[src/rtl/dpll_pkg.sv]
// Shared DPLL types and constants: loop-bandwidth state and kMode defaults.
package dpll_pkg;

  localparam int unsigned KModeWidth = 4;

  localparam logic [KModeWidth-1:0] KMinDefault = 4'd3;
  localparam logic [KModeWidth-1:0] KMaxDefault = 4'd7;

  typedef enum logic [1:0] {
    StAcquire,
    StTrack,
    StLocked
  } dpllState_e;

endpackage

[src/rtl/sync2.sv]
// Generic 2-flop bit synchronizer for asynchronous DPLL inputs.
module sync2 (
  input  logic clk,
  input  logic reset,
  input  logic d,
  output logic q
);

  logic meta_q;
  logic sync_q;

  always_ff @(posedge clk) begin
    if (reset) begin
      meta_q <= 1'b0;
      sync_q <= 1'b0;
    end else begin
      meta_q <= d;
      sync_q <= meta_q;
    end
  end

  assign q = sync_q;

endmodule

[src/rtl/dpll_bw_controller.sv]
// Loop-bandwidth scheduler and lock detector: measures phase-error duty per window and
// steps kMode from acquisition to tracking as consecutive good windows accumulate.
module dpll_bw_controller
  import dpll_pkg::*;
#(
  parameter int unsigned WINDOW_LOG2   = 8,
  parameter int unsigned LOCK_THRESH   = 16,
  parameter int unsigned UNLOCK_THRESH = 64,
  parameter int unsigned LOCK_WINDOWS  = 4,
  parameter logic [KModeWidth-1:0] K_MIN = KMinDefault,
  parameter logic [KModeWidth-1:0] K_MAX = KMaxDefault
) (
  input  logic                  clk,
  input  logic                  reset,
  input  logic                  enable,
  input  logic                  errIn,
  output logic [KModeWidth-1:0] kMode,
  output logic                  kStrobe,
  output logic                  locked,
  output logic                  windowDone,
  output logic [WINDOW_LOG2:0]  errCount
);

  localparam int unsigned CntW  = WINDOW_LOG2 + 1;
  localparam int unsigned GcntW = (LOCK_WINDOWS > 1) ? $clog2(LOCK_WINDOWS) : 1;
  localparam logic [CntW-1:0]  LockThr   = CntW'(LOCK_THRESH);
  localparam logic [CntW-1:0]  UnlockThr = CntW'(UNLOCK_THRESH);
  localparam logic [GcntW-1:0] GcntFull  = GcntW'(LOCK_WINDOWS - 1);

  logic                   errS;
  logic [WINDOW_LOG2-1:0] wcnt_q;
  logic [CntW-1:0]        acc_q;
  logic [CntW-1:0]        errCount_q;
  logic [CntW-1:0]        evalCount;
  logic [GcntW-1:0]       gcnt_q;
  logic [KModeWidth-1:0]  kMode_q;
  logic [KModeWidth-1:0]  kNext;
  dpllState_e             state_q;
  logic                   locked_q;
  logic                   kStrobe_q;
  logic                   windowDone_q;
  logic                   terminal;
  logic                   good;
  logic                   bad;

  sync2 u_errSync (
    .clk  (clk),
    .reset(reset),
    .d    (errIn),
    .q    (errS)
  );

  // The terminal cycle's own error sample is folded into the evaluated count.
  assign evalCount = acc_q + CntW'(errS);
  assign terminal  = enable && (&wcnt_q);
  assign good      = evalCount < LockThr;
  assign bad       = evalCount >= UnlockThr;
  assign kNext     = kMode_q + KModeWidth'(1);

  always_ff @(posedge clk) begin
    if (reset) begin
      wcnt_q       <= '0;
      acc_q        <= '0;
      errCount_q   <= '0;
      gcnt_q       <= '0;
      kMode_q      <= K_MIN;
      state_q      <= StAcquire;
      locked_q     <= 1'b0;
      kStrobe_q    <= 1'b0;
      windowDone_q <= 1'b0;
    end else begin
      kStrobe_q    <= 1'b0;
      windowDone_q <= 1'b0;
      if (!enable) begin
        wcnt_q <= '0;
        acc_q  <= '0;
      end else if (!terminal) begin
        wcnt_q <= wcnt_q + WINDOW_LOG2'(1);
        acc_q  <= acc_q + CntW'(errS);
      end else begin
        wcnt_q       <= '0;
        acc_q        <= '0;
        errCount_q   <= evalCount;
        windowDone_q <= 1'b1;
        if (bad) begin
          gcnt_q <= '0;
          if (state_q != StAcquire) begin
            state_q   <= StAcquire;
            kMode_q   <= K_MIN;
            locked_q  <= 1'b0;
            kStrobe_q <= (kMode_q != K_MIN);
          end
        end else if (state_q == StLocked) begin
          gcnt_q <= '0;
        end else if (!good) begin
          gcnt_q <= '0;
        end else if (gcnt_q != GcntFull) begin
          gcnt_q <= gcnt_q + GcntW'(1);
        end else begin
          gcnt_q <= '0;
          // K_MIN == K_MAX lands here straight from acquisition: lock without a step.
          if (kMode_q == K_MAX) begin
            state_q  <= StLocked;
            locked_q <= 1'b1;
          end else begin
            kMode_q   <= kNext;
            kStrobe_q <= 1'b1;
            if (kNext == K_MAX) begin
              state_q  <= StLocked;
              locked_q <= 1'b1;
            end else begin
              state_q <= StTrack;
            end
          end
        end
      end
    end
  end

  assign kMode      = kMode_q;
  assign kStrobe    = kStrobe_q;
  assign locked     = locked_q;
  assign windowDone = windowDone_q;
  assign errCount   = errCount_q;

endmodule

[config.mk]
export PLATFORM = sky130hd
export DESIGN_NAME = dpll_bw_controller
export DESIGN_NICKNAME = d
export VERILOG_FILES = /design/src/rtl/dpll_pkg.sv /design/src/rtl/sync2.sv /design/src/rtl/dpll_bw_controller.sv
export SDC_FILE = /design/constraint.sdc
export NUM_CORES = 1
export LEC_CHECK = 0
export ABC_AREA = 1
export CORE_MARGIN = 3
export CORE_UTILIZATION = 57
export CTS_BUF_LIST = sky130_fd_sc_hd__clkbuf_8
export CTS_CLUSTER_SIZE = 28
export DETAILED_ROUTE_END_ITERATION = 10
export HOLD_SLACK_MARGIN = 0.08
export PLACE_DENSITY = 0.81
export SYNTH_ARGS = -nofsm -noshare
export SYNTH_HDL_FRONTEND = slang
export SYNTH_HIERARCHICAL = 1
export SYNTH_SLANG_ARGS = --single-unit
[constraint.sdc]
create_clock -name clk -period 4.06 [get_ports clk]
set_input_delay 0.406 -clock clk [delete_from_list [all_inputs] [get_ports clk]]
set_output_delay 0.406 -clock clk [all_outputs]
set_load 0.02 [all_outputs]
# After elaboration in Yosys (flattened, before gate mapping)
# Index checks and enable logic that the tools add are counted.
word_totals:
  wordCells: 71
  reg_bits: 39
  input_bits: 4
classes:
  magnitude_cmp: 2
  bitwise_logic: 2
  muxes: 31
  n_reduce_logical: 12
  add_sub_neg: 4
  eq_ne: 9
op_table:
  columns: ["op", "n"]
  rows:
  - ["4-bit 2-to-1 mux", 6]
  - ["2-bit 2-to-1 mux", 11]
  - ["1-bit 2-to-1 mux", 14]
  - ["7-bit AND reduction", 2]
  - ["9-bit by 1-bit adder with 9-bit output", 1]
  - ["9-bit by 7-bit greater-or-equal comparator with 1-bit output (second input constant)", 1]
  - ["9-bit by 5-bit < comparator with 1-bit output (second input constant)", 1]
  - ["8-bit by 1-bit adder with 8-bit output (second input constant)", 1]
  - ["4-bit by 3-bit equality test with 1-bit output (second input constant)", 2]
  - ["2-bit inequality test (second input constant)", 4]
  - ["8-bit AND reduction", 1]
  - ["6-bit AND reduction", 1]
  - ["3-bit OR reduction", 2]
  - ["4-bit by 1-bit adder with 4-bit output (second input constant)", 1]
  - ["4-bit by 2-bit inequality test with 1-bit output (second input constant)", 1]
  - ["2-bit nonzero test", 2]
  - ["3-bit nonzero test", 1]
  - ["2-bit by 1-bit adder with 2-bit output (second input constant)", 1]
  - ["2-bit equality test (second input constant)", 1]
  - ["2-bit by 1-bit inequality test with 1-bit output (second input constant)", 1]
  - ["1-bit inverter", 2]
  - ["2-bit AND reduction", 1]
  - ["2-bit OR reduction", 1]
  - ["1-bit logical AND", 1]

# Logic depth before layout (Yosys ltp)
# Gate-level depths: netlist of the first run.
depth:
  depth_word: 8
  mapped_depth: 14
  ltp_nobuf: 14

# Cells and area by module
# Netlist of the first run, hierarchy kept.
by_module_without_submodules:
  columns: ["module", "area_per_inst_um2", "cells_each", "seq_area_each_um2", "instances"]
  rows:
  - ["dpll_bw_controller", 1788.0, 220, 740.7, 1]
  - ["sync2", 55.1, 6, 40.0, 1]

# Least setup slack after synthesis of the first run
# Ideal clock, no wire load.
synth_timing:
  kind: "reg-to-reg"
  start: "register u_errSync.sync_q (netlist: u_errSync/q)"
  end: "register kMode_q[3] (netlist: kMode[3])"
  synth_period_minus_slack_ns: 1.716
  path_slack_ns: 2.344
  t_required_ns: 3.950
  stages_incl_launch_ff: 14
  t_arrival_ns: 1.607
  path_cell_list: "dfxtp_1 -> ha_1 -> ha_1 -> nand2_2 -> nor2_1 -> nand3_1 -> nand2_4 -> nand3_4 -> nand2_2 -> nand2_4 -> nand3_4 -> nand2_1 -> inv_1 -> nor2_1"
synth_between:
  elab_chain_cells: 4
  elab_cells_between_ends: 10
synth_rtl:
  columns: ["item", "line", "source"]
  rows:
  - ["start, declared", "sync2.sv:10", "logic sync_q;"]
  - ["start signal, assigned", "sync2.sv:18", "sync_q <= meta_q;"]
  - ["9-bit by 1-bit adder with 9-bit output *", "dpll_bw_controller.sv:54", "assign evalCount = acc_q + CntW'(errS);"]
  - ["9-bit by 7-bit greater-or-equal comparator with 1-bit output / 9-bit by 5-bit < comparator with 1-bit output (equally long branches)", "dpll_bw_controller.sv:57, dpll_bw_controller.sv:56", null]
  - ["2-bit by 1-bit inequality test with 1-bit output (no line) (tied with other cells)", null, null]
  - ["7-bit AND reduction (no line)", null, null]
  - ["end signal, assigned", "dpll_bw_controller.sv:106", "kMode_q <= kNext;"]
  - ["end, declared", "dpll_bw_controller.sv:36", "logic [KModeWidth-1:0] kMode_q;"]
# Every way passes the cells marked *; elsewhere a longest branch is shown, timed or not.
# A chain may end at the register's enable or synchronous reset.

# Final worst setup path of the first run
layout_timing:
  start: "register u_errSync.sync_q (netlist: u_errSync/q)"
  end: "register state_q[0]"
layout_between:
  elab_chain_cells: 4
  elab_cells_between_ends: 9
layout_rtl:
  columns: ["item", "line", "source"]
  rows:
  - ["9-bit by 1-bit adder with 9-bit output *", "dpll_bw_controller.sv:54", null]
  - ["9-bit by 7-bit greater-or-equal comparator with 1-bit output / 9-bit by 5-bit < comparator with 1-bit output (equally long branches)", "dpll_bw_controller.sv:57, dpll_bw_controller.sv:56", null]
  - ["2-bit by 1-bit inequality test with 1-bit output (no line) (tied with other cells)", null, null]
  - ["6-bit AND reduction (no line)", null, null]
  - ["end signal, assigned", "dpll_bw_controller.sv:67", "state_q <= StAcquire;"]
  - ["end signal, assigned", "dpll_bw_controller.sv:88", "state_q <= StAcquire;"]
  - ["end signal, assigned", "dpll_bw_controller.sv:103", "state_q <= StLocked;"]
  - ["end, declared", "dpll_bw_controller.sv:38", "dpllState_e state_q;"]
# Marked as above.

==> out/metrics.cfg, run 1 <==
[run_status]
status=finished, final reports clean

[route]
via_count=1454
drt_iter0_drc=102
avgViaCountPerCell=4.96
antenna_left=0
firstDrtPassIters=4
detail_route.wl_per_cell_um=10.8
drc=0
routed_wl_um=3170

[place]
io_buffers=19
post_dp_cell_area_um2=2060
place_congestion=0.807
dp_hpwl_um=2420
pre_cts_ws_ps=1920

[floorplanning]
ios=20
start_util=0.599
core_area_um2=3080
die_h_um=62.9
dieArea_um2=3950
row_count=20
die_w_um=62.9

[global_route]
track_usage=0.183
first_global_vias=1336
antenna_found_initial=0
grt_pass1_wl_um=5780
gr-total-overflow=0
grt_max_degree=21

[logic_synthesis]
ys_seq_area_frac=0.424
synth_compound_area_frac=0.0903
synth_xor_area_frac=0.0238
synth-async-reset-ratio=0
ys_ff_latch=39
synth.cell_area_um2=1840
synth-simple-area-share=0.346
syn_inst=226
yosys_warnings=6
ys.flop_type=dfxtp_1
synth_top_family_by_area=simple AND/OR/NAND/NOR gates
syn_area_per_cell_um2=8.15
synth_edf_count=0
synthMuxAreaShare=0
synth_adder_area_share=0.0407
ys_types=32
syn-num-nets=236

[cells_and_area]
syn_to_final_growth_pct=16.5
diodes=0
final_cell_area_um2=2150
finish.net_count=258
drive_above_1_share=0.177
utilization=0.698

[worst_setup_path]
cp-end-kind=flop
critPathMaxFanout=8
worstPathRequired_ps=4270
crit_type=flop to flop
r2r_cells=12
timing.critical_path.from_type=flop
arrival_ps=2160

[timing]
hold_ws_ps=431
period_share=0.480
clock.fmax_ghz=0.513
setup_viol=0
postLayoutSetupSlackWorst_ps=2110
hold_violations=0
slew_viol_final=0
setup_tns_ps=0
rsz0062_at_grt=false
min_period_ps=1950
worst_clock_skew_ps=9.29
tightest_slew_ps=429
max_slew_margin=0.714

[power]
p_switching_w=0.000137
peakVddDrop_mv=0.266
combPwrFrac=0.021
intPower_w=0.000507
seq_power_share=0.599
pwr-share-clk=0.380
p_sw_frac=0.212
power_leakage_nw=0.855
p_per_area_nw_per_um2=300

[clocking]
path_clk_slew_ps=70
ctsResizeCount=0
clk_latency_ps=290
cts_max_level=2
postCtsSetupBuffers=0
numCtsBuffers=5
tritoncts=done
cts_max_path_buffers=2
cts-root-buf=clkbuf_8
cts_sinks=39
cts_hold_buf=0

[min_path]
hold_depth=2
min_path_type=flop to flop

[job]
maxCapViolations=0

## Yosys cell counts, types with 2 or more instances
library cell / instances / area [um2]
inv_1: 25 / 93.8
nor2_2: 2 / 12.5
inv_2: 4 / 15.0
nand3_2: 4 / 40.0
buf_4: 2 / 15.0
buf_2: 2 / 10.0
xor2_1: 4 / 35.0
nand2_2: 10 / 62.6
nand2_1: 34 / 128
ha_1: 6 / 75.1
nand2_4: 3 / 33.8
dfxtp_1: 39 / 781
nor2_1: 30 / 113
o21a_1: 2 / 15.0
nor3_1: 2 / 10.0
o21ai_0: 9 / 45.0
nor3_2: 2 / 20.0
nand3_4: 3 / 52.6
nor2_4: 3 / 33.8
nand4_1: 8 / 50.1
nand3_1: 8 / 40.0
a21oi_1: 14 / 70.1
## layer usage
metal	up-vias	GRT usage	wire length, um
li1	770	-	-
met1	648	0.237	1470
met2	29	0.287	1500
met3	7	0.0378	142
met4	0	0.0909	65
met5	-	0	0
## power groups by stage
stage	logic, W	registers, W	clock network, W
6_report	0.0000137	0.000385	0.000244
5_1_grt	0.0000156	0.000385	0.000268
4_1_cts	0.0000138	0.000385	0.000252
3_5_place_dp	0.0000137	0.000394	0
3_3_place_gp	0.0000133	0.000394	0
2_1_floorplan	0.00000771	0.000394	0
## cells by family (layout without fill, tap and decap cells)
logic type / Yosys count / in the layout
xor gates and xnor gates: 5 / 5
buffers and inverters: 34 / 57
and+or+nand+nor: 113 / 113
adders and majority gates: 6 / 6
DFF: 39 / 39
AOI/OAI and AO/OA: 29 / 29
## sequential cells by signal (all words and copies together), names as in the netlist
name / flops
kStrobe: 1
gcnt_q: 2
wcnt_q: 8
windowDone: 1
u_errSync/meta_q: 1
locked: 1
kMode: 4
errCount: 9
state_q: 2
acc_q: 9
u_errSync/q: 1
## metrics by stage
| stage | cells | total power, W |
|---|---|---|
| floorplan | 226 | 0.000402 |
| global placement | 285 | 0.000407 |
| detailed placement | 285 | 0.000408 |
| CTS | 293 | 0.000651 |
| global route | 293 | 0.000669 |
| finish | 293 | 0.000643 |
## final timing paths
path | from | end | slack [ps]
max reg2reg | u_errSync/q | state_q[0] | 2110
max | u_errSync/q | state_q[0] | 2110
min | u_errSync/meta_q | u_errSync/q | 430
min reg2reg | u_errSync/meta_q | u_errSync/q | 430
## cells in the final DEF (no fill, tap or decap), types with 4 or more instances in the layout
cell | synthesis | layout
a21oi_1 | 14 | 14
clkbuf_8 | 0 | 5
clkdlybuf4s50_1 | 0 | 19
dfxtp_1 | 39 | 39
ha_1 | 6 | 6
inv_1 | 25 | 25
inv_2 | 4 | 4
nand2_1 | 34 | 34
nand2_2 | 10 | 10
nand3_1 | 8 | 8
nand3_2 | 4 | 4
nand4_1 | 8 | 8
nor2_1 | 30 | 30
o21ai_0 | 9 | 9
xor2_1 | 4 | 4
## area by class of cell
class                      instances  area, um2
inverter                          30        115
clock buffer                       5       68.8
tap                               44       55.1
multi-input combinational        153        922
timing repair buffer              19        190
clock inverter                     3       15.0
sequential                        39        781
fill                             266        931
## critical path, cell delays in order (launching register included)
cell	delay, ps
dfxtp_1	310
ha_1	220
ha_1	220
nand2_2	80
nor2_1	140
nand3_1	140
nand2_4	120
nand3_4	130
nand2_2	120
nand2_4	100
nand3_2	100
nand2_1	50
a21oi_1	140
Power figures use the tool's default switching activity.
==> run 2, diff against run 1 <==
CORE_UTILIZATION = 52   (was 57)
PLACE_DENSITY = 0.78   (was 0.81)
clock period = 1.6 ns   (was 4.06 ns; I/O delays follow)
==> out/metrics.cfg, run 2 (synthesis results as in run 1) <==
[timing]
tightest_slew_ps=239  ; -190 ps
postLayoutSetupSlackWorst_ps=-248  ; -2360 ps
period_share=1.15  ; +0.675
min_period_ps=1850  ; -99.5 ps
rsz0062_at_grt=true
slew_viol_final=0  ; unchanged
worst_clock_skew_ps=8.36  ; -0.926 ps
setup_viol=33  ; +33
max_slew_margin=0.840  ; +0.126
clock.fmax_ghz=0.541  ; +5.4%
hold_violations=0  ; unchanged

[cells_and_area]
final_cell_mix=35 x dfxtp_1, 29 x nand2_1, 29 x buf_4
drive_above_1_share=0.354  ; +0.177
final_common_cell=dfxtp_1
syn_to_final_growth_pct=39.0
fill_cells=227  ; -15%
finish.net_count=289  ; +12%
diodes=0  ; unchanged
final_cell_area_um2=2560  ; +19%

[route]
drt_iter0_drc=143  ; +40%
avgViaCountPerCell=5.10  ; +2.9%
firstDrtPassIters=4  ; unchanged
routed_wl_um=4400  ; +39%
antenna_left=0  ; unchanged
via_count=1654  ; +14%
detail_route.wl_per_cell_um=13.6  ; +26%
drc=0  ; unchanged

[worst_setup_path]
r2r_slack_ps=-250  ; -2360 ps
timing.critical_path.from_type=flop
cp-end-kind=flop
crit_path_cell_trace=ha_4 > buf_4 > buf_4 > buf_4 > nand3b_1 > nand2_2 > nor2_4 > nor2_4 > nor2_8 > nand3_4 > nand2_2 > nand3_1
worstPathRequired_ps=1790  ; -2480 ps
cpPeakStageDelay_ps=330  ; +20 ps
worstReg2RegStart=u_errSync/q
critPathMaxFanout=8  ; unchanged
regToRegEndpoint=kMode[0]
r2r_cells=12  ; unchanged
arrival_ps=2040  ; -120 ps
cpMostUsedCell=buf_4
crit_type=flop to flop
critPathSlowestCell=dfxtp_2

[run_status]
status=complete, but fails checks
violations=setup timing

[clocking]
numCtsBuffers=5  ; unchanged
clk_latency_ps=310  ; +20 ps
cts_max_level=2  ; unchanged
cts_sinks=39  ; unchanged
path_clk_slew_ps=80  ; about the same
cts_max_path_buffers=2  ; unchanged
tritoncts=done
cts_hold_buf=0  ; unchanged
cts-root-buf=clkbuf_8

[min_path]
min_path_type=input port to flop
hold_depth=3  ; +1
min-delay-start=errIn
hold_end=u_errSync/meta_q

[global_route]
first_global_vias=1651  ; +24%
antenna_found_initial=0  ; unchanged
grt_pass1_wl_um=7400  ; +28%
gr-total-overflow=0  ; unchanged
track_usage=0.230  ; +0.0473
grt_max_degree=21  ; unchanged

[floorplanning]
ios=20  ; unchanged
dieArea_um2=4290  ; +8.7%
core_area_um2=3200  ; +4.1%
start_util=0.575  ; -0.0234
row_count=20  ; unchanged
die_h_um=65.5  ; +4.3%
die_w_um=65.5  ; +4.3%

[power]
intPower_w=0.00147  ; +190%
power_leakage_nw=1.09  ; +27%
peakVddDrop_mv=0.587  ; +120%
pwr-share-clk=0.448  ; +0.068
combPwrFrac=0.030  ; +0.009
seq_power_share=0.522  ; -0.077
p_sw_frac=0.218  ; +0.00583
p_per_area_nw_per_um2=732  ; +140%
p_switching_w=0.000410  ; +200%

[place]
dp_hpwl_um=2820  ; +17%
place_congestion=0.871  ; +8.0%
post_dp_cell_area_um2=2260  ; +9.5%
pre_cts_ws_ps=-156  ; -2070 ps
io_buffers=19  ; unchanged

[job]
maxCapViolations=0  ; unchanged

-- run 2: final cells by class --
cell class | instances | area, um2 | area share
tap | 44 | 55.1 | 0.0215
timing repair buffer | 50 | 448 | 0.175
multi-input combinational | 153 | 1050 | 0.408
sequential | 39 | 786 | 0.307
clock buffer | 5 | 68.8 | 0.0269
inverter | 30 | 115 | 0.0449
clock inverter | 3 | 43.8 | 0.0171
-- run 2: stage by stage --
stage                      util  instances  hold slack (ps)  TNS [ps]  power (W)
final                     0.800        324              391     -2770    0.00188
after global routing      0.800        324              404     -6860    0.00193
after CTS                 0.768        319              385     -1270    0.00188
after detailed placement  0.705        304              411     -1180    0.00105
after global placement    0.705        304              404      -565    0.00105
after floorplan               -        226              222      -189    0.00102
-- run 2: layer usage --
metal  GRT usage  part of all wire  up-vias
met5           0                 0        -
met4       0.106             0.023        0
met3      0.0650             0.033       10
met2       0.416              0.53       28
met1       0.246              0.42      787
li1            -                 -      829
-- run 2: critical path: cells and delay by family (launching register included) --
family	cells	cell delay, ps
and+or+nand+nor	8	850
buffers and inverters	3	380
DFF	1	330
adders and majority gates	1	170
-- run 2: power by group through the flow --
| stage | clock (W) | combinational (W) | sequential (W) |
|---|---|---|---|
| CTS | 0.000845 | 0.0000520 | 0.000979 |
| global route | 0.000886 | 0.0000614 | 0.000981 |
| finish | 0.000840 | 0.0000563 | 0.000980 |
| global placement | 0 | 0.0000492 | 0.00100 |
| detailed placement | 0 | 0.0000506 | 0.00100 |
| floorplan | 0 | 0.0000198 | 0.00100 |
-- run 2: repair_timing --
item                                   4_1_cts  5_1_grt
endpoints found under the hold margin        0        0
setup buffers                                7        6
gates cloned                                 0        0
gates resized for setup                     10       19
pin swaps                                    1       15
setup endpoints to repair                   19       37
-- run 2: worst max path at each step --
stage                      startpoint  endpoint  slack [ps]  depth (start not counted)
final                     u_errSync/q  kMode[0]        -250                         12
after global routing      u_errSync/q  kMode[3]        -330                         14
after CTS                    acc_q[0]  kMode[3]        -170                         12
after detailed placement     acc_q[0]  kMode[3]        -160                         14
after global placement       acc_q[0]  kMode[2]         -90                         13
after floorplan              acc_q[0]  kMode[3]         -40                         13
==> run 3, diff against run 2 <==
--- a/config.mk
+++ b/config.mk
@@ -8,3 +8,3 @@
 export ABC_AREA = 1
-export CORE_MARGIN = 3
+export CORE_MARGIN = 2
 export CORE_UTILIZATION = 52
==> constraint.sdc (replaced) <==
create_clock -name clk -period 1.6 [get_ports clk]
set_input_delay 0.32 -clock clk [delete_from_list [all_inputs] [get_ports clk]]
set_output_delay 0.32 -clock clk [all_outputs]
set_load 0.02 [all_outputs]
==> out/metrics.cfg, run 3 (synthesis results as in run 1) <==
[run_status]
status=complete, but fails checks
violations=setup timing

[route]
antenna_left=0  ; unchanged
routed_wl_um=4040  ; -8.2%
via_count=1631  ; -1.4%
firstDrtPassIters=5  ; +1
drc=0  ; unchanged
drt_iter0_drc=104  ; -27%
avgViaCountPerCell=5.07  ; -0.78%
detail_route.wl_per_cell_um=12.5  ; -7.7%

[cells_and_area]
drive_above_1_share=0.308  ; -0.0456
final_cell_mix=35 x dfxtp_1, 32 x nand2_1, 28 x nor2_1
finish.net_count=285  ; -1.4%
diodes=0  ; unchanged
fill_cells=261  ; +15%
syn_to_final_growth_pct=37.0
instances_no_fill=322  ; -0.62%
final_cell_area_um2=2520  ; -1.5%
seq_area_um2=786  ; unchanged
final_common_cell=dfxtp_1
multi_input_area_um2=1010  ; -3.5%

[timing]
hold_violations=0  ; unchanged
worst_clock_skew_ps=10.7  ; +2.35 ps
setup_viol=19  ; -42%
rsz0062_at_grt=true
tightest_slew_ps=283  ; +43.4 ps
min_period_ps=1780  ; -64.2 ps
postLayoutSetupSlackWorst_ps=-184  ; +64.2 ps
period_share=1.11  ; -0.0401
slew_viol_final=0  ; unchanged
clock.fmax_ghz=0.561  ; +3.6%
max_slew_margin=0.811  ; -0.0287

[place]
dp_cells=310  ; +2.0%
post_dp_cell_area_um2=2290  ; +1.4%
dp_hpwl_um=2730  ; -3.1%
pre_cts_ws_ps=-173  ; -17.1 ps
io_buffers=19  ; unchanged
place_congestion=0.763  ; -12%

[clocking]
path_clk_slew_ps=80  ; about the same
cts_max_level=2  ; unchanged
cts_sinks=39  ; unchanged
cts-root-buf=clkbuf_8
numCtsBuffers=5  ; unchanged
cts_max_path_buffers=2  ; unchanged
tritoncts=done
clk_latency_ps=290  ; -20 ps
cts_hold_buf=0  ; unchanged

[floorplanning]
ios=20  ; unchanged
core_area_um2=3360  ; +5.0%
dieArea_um2=4040  ; -6.0%
start_util=0.548  ; -0.0274
die_w_um=63.5  ; -3.1%
die_h_um=63.5  ; -3.1%
row_count=21  ; +5.0%

[worst_setup_path]
arrival_ps=1970  ; -70 ps
critPathMaxFanout=8  ; unchanged
worstPathRequired_ps=1790  ; about the same
crit_type=flop to flop
r2r_cells=13  ; +1
cp-end-kind=flop
timing.critical_path.from_type=flop

[min_path]
hold_depth=2  ; -1
min_path_type=flop to flop

[power]
peakVddDrop_mv=0.522  ; -11%
power_leakage_nw=1.13  ; +3.9%
p_per_area_nw_per_um2=788  ; +7.7%

[global_route]
antenna_found_initial=0  ; unchanged
gr-total-overflow=0  ; unchanged
first_global_vias=1695  ; +2.7%
track_usage=0.228  ; -0.00222
grt_max_degree=15  ; -29%
grt_pass1_wl_um=7270  ; -1.7%

[job]
maxCapViolations=0  ; unchanged

run 3: changes by cell type in the layout (fill, tap and decap cells not counted), sizes merged:
cell and delta:
clkdlybuf4s50 -7, bufinv +1, inv +1, dlymetal6s2s +4, buf -4, dlygate4sd2 +3
clkinv -2
run 3: path summary, 6_finish.rpt:
check | end | slack, ps | start
setup / recovery | kMode[3] | -180 | u_errSync/q
hold / removal | u_errSync/q | 430 | u_errSync/meta_q
setup reg to reg | kMode[3] | -180 | u_errSync/q
hold reg to reg | u_errSync/q | 430 | u_errSync/meta_q
run 3: layer usage:
metal,track usage,vias up,routed length (um)
li1,-,818,-
met1,0.257,767,1700
met2,0.399,37,2130
met3,0.0607,9,127
met4,0.106,0,84
met5,0,-,0
run 3: layout make-up:
| type | instances | share of cell area |
|---|---|---|
| clock buffer | 5 | 0.0273 |
| clock inverter | 3 | 0.0253 |
| inverter | 30 | 0.0456 |
| multi-input combinational | 153 | 0.400 |
| sequential | 39 | 0.311 |
| tap | 46 | 0.0228 |
| timing repair buffer | 46 | 0.168 |
run 3: worst max-delay path: stages, from the launching register on:
cell     delay (ps)
dfxtp_2         350
ha_4            160
ha_4            160
nand2_4          70
nor2_4          110
nand2_2          70
nand2_2          80
nand2_4          60
nand3_4         120
nor2_4           60
nor2_8          150
nand4_1         140
nand2_1         100
nor2_1           40
run 3: repair_timing:
item                       4_1_cts  5_1_grt
setup endpoints to repair       23       41
gates cloned                     0        0
gates resized for setup         11       13
setup buffers                    2        2
pin swaps                        6        9
run 3: where the power goes:
| group | switching [W] | total (W) | internal (W) | leakage (nW) |
|---|---|---|---|---|
| clock network | 0.000341 | 0.000958 | 0.000617 | 0.0695 |
| logic | 0.0000277 | 0.0000535 | 0.0000258 | 0.745 |
| registers | 0.00000301 | 0.000979 | 0.000976 | 0.316 |
run 3: metrics by stage:
stage,setup TNS (ps),hold slack [ps],power [W],utilization
6_report,-1690,427,0.00199,0.751
5_1_grt,-6400,448,0.00206,0.751
4_1_cts,-1550,432,0.00200,0.734
3_5_place_dp,-1580,439,0.00105,0.681
3_3_place_gp,-717,421,0.00105,0.681
2_1_floorplan,-189,382,0.00102,-
